==> src/rtl/hazard_pkg.sv <==
`default_nettype none
// ============================================================================
//  Module   : hazard_pkg
//  Purpose  : Shared encodings for the pipeline hazard controller: forward
//             select codes, result-source codes, Tuse/Tnew widths and the
//             saturating Tnew decrement used when a record advances E->M.
//  Revision : 1.0  initial release
// ============================================================================
package hazard_pkg;

    // Record field widths
    localparam int TNEW_W  = 2;
    localparam int TUSE_W  = 2;
    localparam int SRC_W   = 2;
    localparam int FWD_D_W = 3;
    localparam int FWD_E_W = 3;
    localparam int FWD_M_W = 2;

    // Result source of the instruction that owns a record
    localparam logic [SRC_W-1:0] SRC_ALU = 2'd0;
    localparam logic [SRC_W-1:0] SRC_DM  = 2'd1;
    localparam logic [SRC_W-1:0] SRC_PC8 = 2'd2;

    // Tuse value meaning "this operand is not read"
    localparam logic [TUSE_W-1:0] TUSE_NONE = 2'd3;

    // D-stage (branch compare) operand select
    localparam logic [FWD_D_W-1:0] FWD_D_GRF   = 3'd0;
    localparam logic [FWD_D_W-1:0] FWD_D_PC8_E = 3'd1;
    localparam logic [FWD_D_W-1:0] FWD_D_ALU_M = 3'd2;
    localparam logic [FWD_D_W-1:0] FWD_D_PC8_M = 3'd3;
    localparam logic [FWD_D_W-1:0] FWD_D_WB    = 3'd4;
    localparam logic [FWD_D_W-1:0] FWD_D_PC8_W = 3'd5;

    // E-stage (ALU) operand select
    localparam logic [FWD_E_W-1:0] FWD_E_REG   = 3'd0;
    localparam logic [FWD_E_W-1:0] FWD_E_ALU_M = 3'd1;
    localparam logic [FWD_E_W-1:0] FWD_E_PC8_M = 3'd2;
    localparam logic [FWD_E_W-1:0] FWD_E_WB    = 3'd3;
    localparam logic [FWD_E_W-1:0] FWD_E_PC8_W = 3'd4;

    // M-stage (store data) select
    localparam logic [FWD_M_W-1:0] FWD_M_REG   = 2'd0;
    localparam logic [FWD_M_W-1:0] FWD_M_WB    = 2'd1;
    localparam logic [FWD_M_W-1:0] FWD_M_PC8_W = 2'd2;

    // Tnew counts down by one per stage but never wraps below zero
    function automatic logic [TNEW_W-1:0] sat_dec(input logic [TNEW_W-1:0] t);
        logic [TNEW_W-1:0] r;
        r = (t == '0) ? '0 : (t - {{(TNEW_W-1){1'b0}}, 1'b1});
        return r;
    endfunction

endpackage
`default_nettype wire

==> src/rtl/hazard_stage_rec.sv <==
`default_nettype none
// ============================================================================
//  Module   : hazard_stage_rec
//  Purpose  : One pipeline-stage hazard record register. Async reset and the
//             bubble input both load the all-zero record (dst=0, never a
//             hazard source).
//  Revision : 1.0  initial release
// ============================================================================
module hazard_stage_rec
    import hazard_pkg::*;
#(
    parameter int WIDTH = 8
) (
    input  logic             clk,
    input  logic             reset,
    input  logic             i_load_en,
    input  logic             i_bubble,
    input  logic [WIDTH-1:0] i_rec,
    output logic [WIDTH-1:0] o_rec
);

    logic [WIDTH-1:0] r_rec;

    // Capture the upstream record, or a bubble, whenever the stage advances
    always_ff @(posedge clk or posedge reset) begin
        if (reset) begin
            r_rec <= '0;
        end else if (i_load_en) begin
            r_rec <= i_bubble ? '0 : i_rec;
        end
    end

    assign o_rec = r_rec;

endmodule
`default_nettype wire

==> src/rtl/hazard_unit.sv <==
`default_nettype none
// ============================================================================
//  Module   : hazard_unit
//  Purpose  : Hazard controller for the 5-stage core. Keeps dest/Tnew/source
//             records for E, M and W, and produces the stall request plus the
//             forward selects for the D compare, E ALU and M store-data muxes.
//  Revision : 1.0  initial release
// ============================================================================
module hazard_unit
    import hazard_pkg::*;
#(
    parameter int REG_AW = 5
) (
    input  logic                clk,
    input  logic                reset,
    input  logic [REG_AW-1:0]   rs_D,
    input  logic [REG_AW-1:0]   rt_D,
    input  logic [TUSE_W-1:0]   tuse_rs_D,
    input  logic [TUSE_W-1:0]   tuse_rt_D,
    input  logic [REG_AW-1:0]   dst_D,
    input  logic [TNEW_W-1:0]   tnew_D,
    input  logic [SRC_W-1:0]    src_D,
    output logic                stall,
    output logic [FWD_D_W-1:0]  fwd_rs_D,
    output logic [FWD_D_W-1:0]  fwd_rt_D,
    output logic [FWD_E_W-1:0]  fwd_rs_E,
    output logic [FWD_E_W-1:0]  fwd_rt_E,
    output logic [FWD_M_W-1:0]  fwd_rt_M
);

    // Packed record widths: E{rs,rt,dst,tnew,src}, M{rt,dst,tnew,src}, W{dst,src}
    localparam int E_W = 3 * REG_AW + TNEW_W + SRC_W;
    localparam int M_W = 2 * REG_AW + TNEW_W + SRC_W;
    localparam int W_W = REG_AW + SRC_W;

    logic [E_W-1:0]    w_e_next;
    logic [E_W-1:0]    w_e_rec;
    logic [M_W-1:0]    w_m_next;
    logic [M_W-1:0]    w_m_rec;
    logic [W_W-1:0]    w_w_next;
    logic [W_W-1:0]    w_w_rec;

    logic [REG_AW-1:0] w_e_rs;
    logic [REG_AW-1:0] w_e_rt;
    logic [REG_AW-1:0] w_e_dst;
    logic [TNEW_W-1:0] w_e_tnew;
    logic [SRC_W-1:0]  w_e_src;
    logic [REG_AW-1:0] w_m_rt;
    logic [REG_AW-1:0] w_m_dst;
    logic [TNEW_W-1:0] w_m_tnew;
    logic [SRC_W-1:0]  w_m_src;
    logic [REG_AW-1:0] w_w_dst;
    logic [SRC_W-1:0]  w_w_src;

    logic              w_stall;

    assign {w_e_rs, w_e_rt, w_e_dst, w_e_tnew, w_e_src} = w_e_rec;
    assign {w_m_rt, w_m_dst, w_m_tnew, w_m_src}         = w_m_rec;
    assign {w_w_dst, w_w_src}                           = w_w_rec;

    assign w_e_next = {rs_D, rt_D, dst_D, tnew_D, src_D};
    assign w_m_next = {w_e_rt, w_e_dst, sat_dec(w_e_tnew), w_e_src};
    assign w_w_next = {w_m_dst, w_m_src};

    // A stalled D instruction stays put, so E receives a bubble instead
    hazard_stage_rec #(.WIDTH(E_W)) u_rec_e (
        .clk       (clk),
        .reset     (reset),
        .i_load_en (1'b1),
        .i_bubble  (w_stall),
        .i_rec     (w_e_next),
        .o_rec     (w_e_rec)
    );

    hazard_stage_rec #(.WIDTH(M_W)) u_rec_m (
        .clk       (clk),
        .reset     (reset),
        .i_load_en (1'b1),
        .i_bubble  (1'b0),
        .i_rec     (w_m_next),
        .o_rec     (w_m_rec)
    );

    hazard_stage_rec #(.WIDTH(W_W)) u_rec_w (
        .clk       (clk),
        .reset     (reset),
        .i_load_en (1'b1),
        .i_bubble  (1'b0),
        .i_rec     (w_w_next),
        .o_rec     (w_w_rec)
    );

    // An operand stalls when a producer in E or M will not have its result
    // ready by the time this instruction needs it
    function automatic logic operand_stall(
        input logic [REG_AW-1:0] r,
        input logic [TUSE_W-1:0] tuse,
        input logic [REG_AW-1:0] e_dst,
        input logic [TNEW_W-1:0] e_tnew,
        input logic [REG_AW-1:0] m_dst,
        input logic [TNEW_W-1:0] m_tnew
    );
        logic hit;
        hit = 1'b0;
        if ((r != '0) && (tuse != TUSE_NONE)) begin
            if ((r == e_dst) && (e_tnew > tuse)) hit = 1'b1;
            if ((r == m_dst) && (m_tnew > tuse)) hit = 1'b1;
        end
        return hit;
    endfunction

    // D compare select: newest producer wins; a not-yet-ready E/M producer
    // blocks older stages and yields GRF, since the stall covers that case
    function automatic logic [FWD_D_W-1:0] fwd_d_sel(
        input logic [REG_AW-1:0] r,
        input logic [REG_AW-1:0] e_dst,
        input logic [TNEW_W-1:0] e_tnew,
        input logic [REG_AW-1:0] m_dst,
        input logic [TNEW_W-1:0] m_tnew,
        input logic [SRC_W-1:0]  m_src,
        input logic [REG_AW-1:0] w_dst,
        input logic [SRC_W-1:0]  w_src
    );
        logic [FWD_D_W-1:0] sel;
        sel = FWD_D_GRF;
        if (r != '0) begin
            if (r == e_dst) begin
                if (e_tnew == '0) sel = FWD_D_PC8_E;
            end else if (r == m_dst) begin
                if (m_tnew == '0) sel = (m_src == SRC_PC8) ? FWD_D_PC8_M : FWD_D_ALU_M;
            end else if (r == w_dst) begin
                sel = (w_src == SRC_PC8) ? FWD_D_PC8_W : FWD_D_WB;
            end
        end
        return sel;
    endfunction

    // E ALU select: M beats W; a not-ready M producer yields the register value
    function automatic logic [FWD_E_W-1:0] fwd_e_sel(
        input logic [REG_AW-1:0] r,
        input logic [REG_AW-1:0] m_dst,
        input logic [TNEW_W-1:0] m_tnew,
        input logic [SRC_W-1:0]  m_src,
        input logic [REG_AW-1:0] w_dst,
        input logic [SRC_W-1:0]  w_src
    );
        logic [FWD_E_W-1:0] sel;
        sel = FWD_E_REG;
        if (r != '0) begin
            if (r == m_dst) begin
                if (m_tnew == '0) sel = (m_src == SRC_PC8) ? FWD_E_PC8_M : FWD_E_ALU_M;
            end else if (r == w_dst) begin
                sel = (w_src == SRC_PC8) ? FWD_E_PC8_W : FWD_E_WB;
            end
        end
        return sel;
    endfunction

    // Stall request from either D operand
    always_comb begin
        w_stall = operand_stall(rs_D, tuse_rs_D, w_e_dst, w_e_tnew, w_m_dst, w_m_tnew)
                | operand_stall(rt_D, tuse_rt_D, w_e_dst, w_e_tnew, w_m_dst, w_m_tnew);
    end

    assign stall = w_stall;

    // Forward selects for the D compare operands
    always_comb begin
        fwd_rs_D = fwd_d_sel(rs_D, w_e_dst, w_e_tnew, w_m_dst, w_m_tnew, w_m_src, w_w_dst, w_w_src);
        fwd_rt_D = fwd_d_sel(rt_D, w_e_dst, w_e_tnew, w_m_dst, w_m_tnew, w_m_src, w_w_dst, w_w_src);
    end

    // Forward selects for the E ALU operands, keyed by the E record's sources
    always_comb begin
        fwd_rs_E = fwd_e_sel(w_e_rs, w_m_dst, w_m_tnew, w_m_src, w_w_dst, w_w_src);
        fwd_rt_E = fwd_e_sel(w_e_rt, w_m_dst, w_m_tnew, w_m_src, w_w_dst, w_w_src);
    end

    // Store-data select for the instruction in M; only W can be newer
    always_comb begin
        fwd_rt_M = FWD_M_REG;
        if ((w_m_rt != '0) && (w_m_rt == w_w_dst)) begin
            fwd_rt_M = (w_w_src == SRC_PC8) ? FWD_M_PC8_W : FWD_M_WB;
        end
    end

endmodule
`default_nettype wire

==> config.mk <==
export PLATFORM = sky130hd
export DESIGN_NAME = hazard_unit
export DESIGN_NICKNAME = d
export VERILOG_FILES = /design/src/rtl/hazard_pkg.sv /design/src/rtl/hazard_stage_rec.sv /design/src/rtl/hazard_unit.sv
export SDC_FILE = /design/constraint.sdc
export NUM_CORES = 1
export LEC_CHECK = 0
export ABC_AREA = 1
export CAP_MARGIN = 20
export CORE_MARGIN = 2
export CORE_UTILIZATION = 40
export CTS_CLUSTER_SIZE = 24
export DETAILED_ROUTE_END_ITERATION = 10
export GPL_TIMING_DRIVEN = 0
export PLACE_DENSITY = 0.74
export SLEW_MARGIN = 0
export SYNTH_ARGS = -nofsm -noshare
export SYNTH_HDL_FRONTEND = slang
export SYNTH_SLANG_ARGS = --single-unit
==> constraint.sdc <==
create_clock -name clk -period 1.8 [get_ports clk]
set_input_delay 0.18 -clock clk [delete_from_list [all_inputs] [get_ports clk]]
set_output_delay 0.18 -clock clk [all_outputs]
set_load 0.1 [all_outputs]
==> qor.csv, run 1 <==
metric;value;unit
RSZ-0062 raised after global routing;true;
async set-or-reset flop fraction in the synthesized netlist;1.00;
row cnt;28;
failing checks;negative setup slack;
all-layer global routing usage;0.199;
Seq cells post-synth;40;
library cells used by synthesis;24;
max cap viols;0;
Critical Path AT;1.98;ns
worst hold margin;0.209;ns
CTS Sinks;40;
number of global-route vias before repair;2307;
Num CTS Buffers;5;
hold_buf cts;0;
CP Capture Type;output pin;
Peak VDD IR;461;uV
critical path class;flip-flop to output pin;
instance area after placement;3090;sq um
layout cells sized above 1;0.368;
Final Worst Setup Slack;-0.362;ns
Slowest-stage cell, CP;dfrtp_1;
via count;2374;
Congestion Overflow GR;0;
DRT Pass-1 Iters;4;
Seq/Total Area, Yosys;0.404;
clock root buffer;clkbuf_8;
worst-margin pin slew;0.808;ns
Fin. Hold Viols;0;
H-tree level count;2;
crit-path max FO;3;
dpl ws;-1.37;ns
synthesized area;2480;sq um
DIE AREA;6840;sq um
Final HPWL DP;4520;microns
CP cell instances;ha_1 > nand2_1 > a21boi_2 > nand4_1 > nand2_1 > nand2_1 > nand2_2 > buf_8 > buf_12;
Die Wd;82.7;microns
Max Fclk;462;MHz
Finished Layout Cells;475;
Final Cell Area;3770;sq um
PwrDens;683;nW/um^2
antenna violations before repair;0;
largest net degree at the start of global routing;41;
average via count per standard cell;5.00;
largest cells by area after synthesis;dfrtp_1, nand2_1, inv_1, nor2_1, xnor2_1;
first-pass GRT wire length;10300;microns
Final GP Congestion;0.864;
P_leak;1.80;nW
Clock Skew;0.00666;ns
syn_area_per_cell;7.38;sq um
CTS tree;built;
hold crit path type;input port to flip-flop;
WL met1;2450;microns
Core ar.;5960;sq um
drt initial violations;91;
# setup viols final;23;
Gate Count Post-Synth;336;
met2 WL post-DR;3590;microns
Yosys top cell by area;dfrtp_1;
clock tree buffer depth;2;
Die Y;82.7;microns
net count after synthesis;369;
Crit path largest cell delay;0.44;ns
EDFF count, synth;0;
most common cell in the netlist;nand2_1;
period utilisation layout;1.20;
wire length per cell;14.1;microns
Yosys Warn Count;0;
n_diodes;0;
Cells after DPL;449;
fin crit period;2.16;ns
I/O pin count;40;
antenna-violating nets left;0;
Routed WL;6690;microns
fin util;0.632;
Syn-to-layout area delta;51.9;%
ys flop type;dfrtp_1;
WL met3;393;microns
IO Port Bufs;38;
commonest cells in the netlist;nand2_1, inv_1, nor2_1;
Clock Latency Late Sink;0.30;ns
CP Launch Type;flip-flop;
CP dominant cell by count;nand2_1;
final net count;432;
slew margin rel.;0.461;
Initial Util;0.416;
top cell type's share of synthesized area;0.404;
max layer used;met4;
outcome;finished with violations;
Slew Limit Fails;0;
drc violations;0;
Worst-path clk slew;0.08;ns
Worst EP required;1.62;ns
-- flip-flops by register name (all words and copies together), names as in the netlist --
name,flops
u_rec_m.o_rec,14
u_rec_w.o_rec,7
u_rec_e.o_rec,19
-- path summary, 6_finish.rpt --
kind / start / end / slack, ns / depth (start not counted)
setup / recovery: u_rec_m.o_rec[3]$_DFF_PP0_ / stall / -0.36 / 9
setup reg to reg: u_rec_m.o_rec[3]$_DFF_PP0_ / u_rec_e.o_rec[15]$_DFF_PP0_ / -0.01 / 10
hold / removal: rt_D[4] / u_rec_e.o_rec[13]$_DFF_PP0_ / 0.21 / 3
hold reg to reg: u_rec_e.o_rec[0]$_DFF_PP0_ / u_rec_m.o_rec[0]$_DFF_PP0_ / 0.35 / 0
max in group asynchronous: reset / u_rec_w.o_rec[4]$_DFF_PP0_ / 0.88 / 2
min in group asynchronous: reset / u_rec_m.o_rec[7]$_DFF_PP0_ / 0.35 / 2
-- area by class of cell --
| class | instances | area (sq um) |
|---|---|---|
| clock inverters | 3 | 18.8 |
| multi-input cells | 227 | 1580 |
| inverters | 60 | 225 |
| clock buffers | 5 | 68.8 |
| plain buffers | 6 | 65.1 |
| well taps | 75 | 93.8 |
| flip-flops and latches | 40 | 1010 |
| repair buffers | 59 | 702 |
| fillers | 495 | 2190 |
-- report_power, final --
| group | switching, W | internal, W | total [W] |
|---|---|---|---|
| clock | 0.000335 | 0.000270 | 0.000605 |
| combinational | 0.000529 | 0.000376 | 0.000905 |
| sequential | 0.0000863 | 0.000975 | 0.00106 |
-- logic make-up (layout without fill, tap and decap cells) --
group | count (synthesis) | in the layout | synth area share
buffers and inverters | 69 | 133 | 0.114
XOR/XNOR | 32 | 32 | 0.113
flip-flops | 40 | 40 | 0.404
AO/OA/AOI/OAI | 17 | 17 | 0.0379
AND/OR/NAND/NOR | 170 | 170 | 0.291
adder cells (fa/ha/maj) | 8 | 8 | 0.0404
-- critical path: cells and delay by family, from the launching register on --
family                     cells  cell delay (ns)
and+or+nand+nor                5             0.45
DFF                            1             0.44
adders and majority gates      1             0.34
buffers and inverters          2             0.28
AOI/OAI and AO/OA              1             0.16
-- metrics by stage --
stage	power, W	TNS, ns
2_1_floorplan	0.00156	-0.913
3_3_place_gp	0.00173	-20.72
3_5_place_dp	0.00176	-17.94
4_1_cts	0.00248	-2.01
5_1_grt	0.00268	-3.93
6_report	0.00257	-2.40
-- cell usage in the layout (no fill, tap or decap), drive strengths merged, types with 13 or more instances in the layout --
master	count
buf	41
clkdlybuf4s50	13
dfrtp	40
inv	60
nand2	78
nand3	14
nor2	60
xnor2	16
xor2	16
-- layer usage --
layer	track usage	vias to the layer above
met2	0.356	90
met5	0	-
met3	0.0370	28
met1	0.241	1121
li1	-	1135
met4	0.0623	0
-- what timing repair did --
item / 4_1_cts / 5_1_grt
setup buffers: 16 / 6
setup endpoints to repair: 15 / 34
pin swaps: 24 / 13
resized for setup: 186 / 48
No activity file was read; power rests on OpenSTA's default activity.
==> inputs of run 2 (changes only) <==
Settings changed: RECOVER_POWER set to 50.
==> results of run 2 <==
No change in the layout: final DEF, timing and power equal those of run 1.
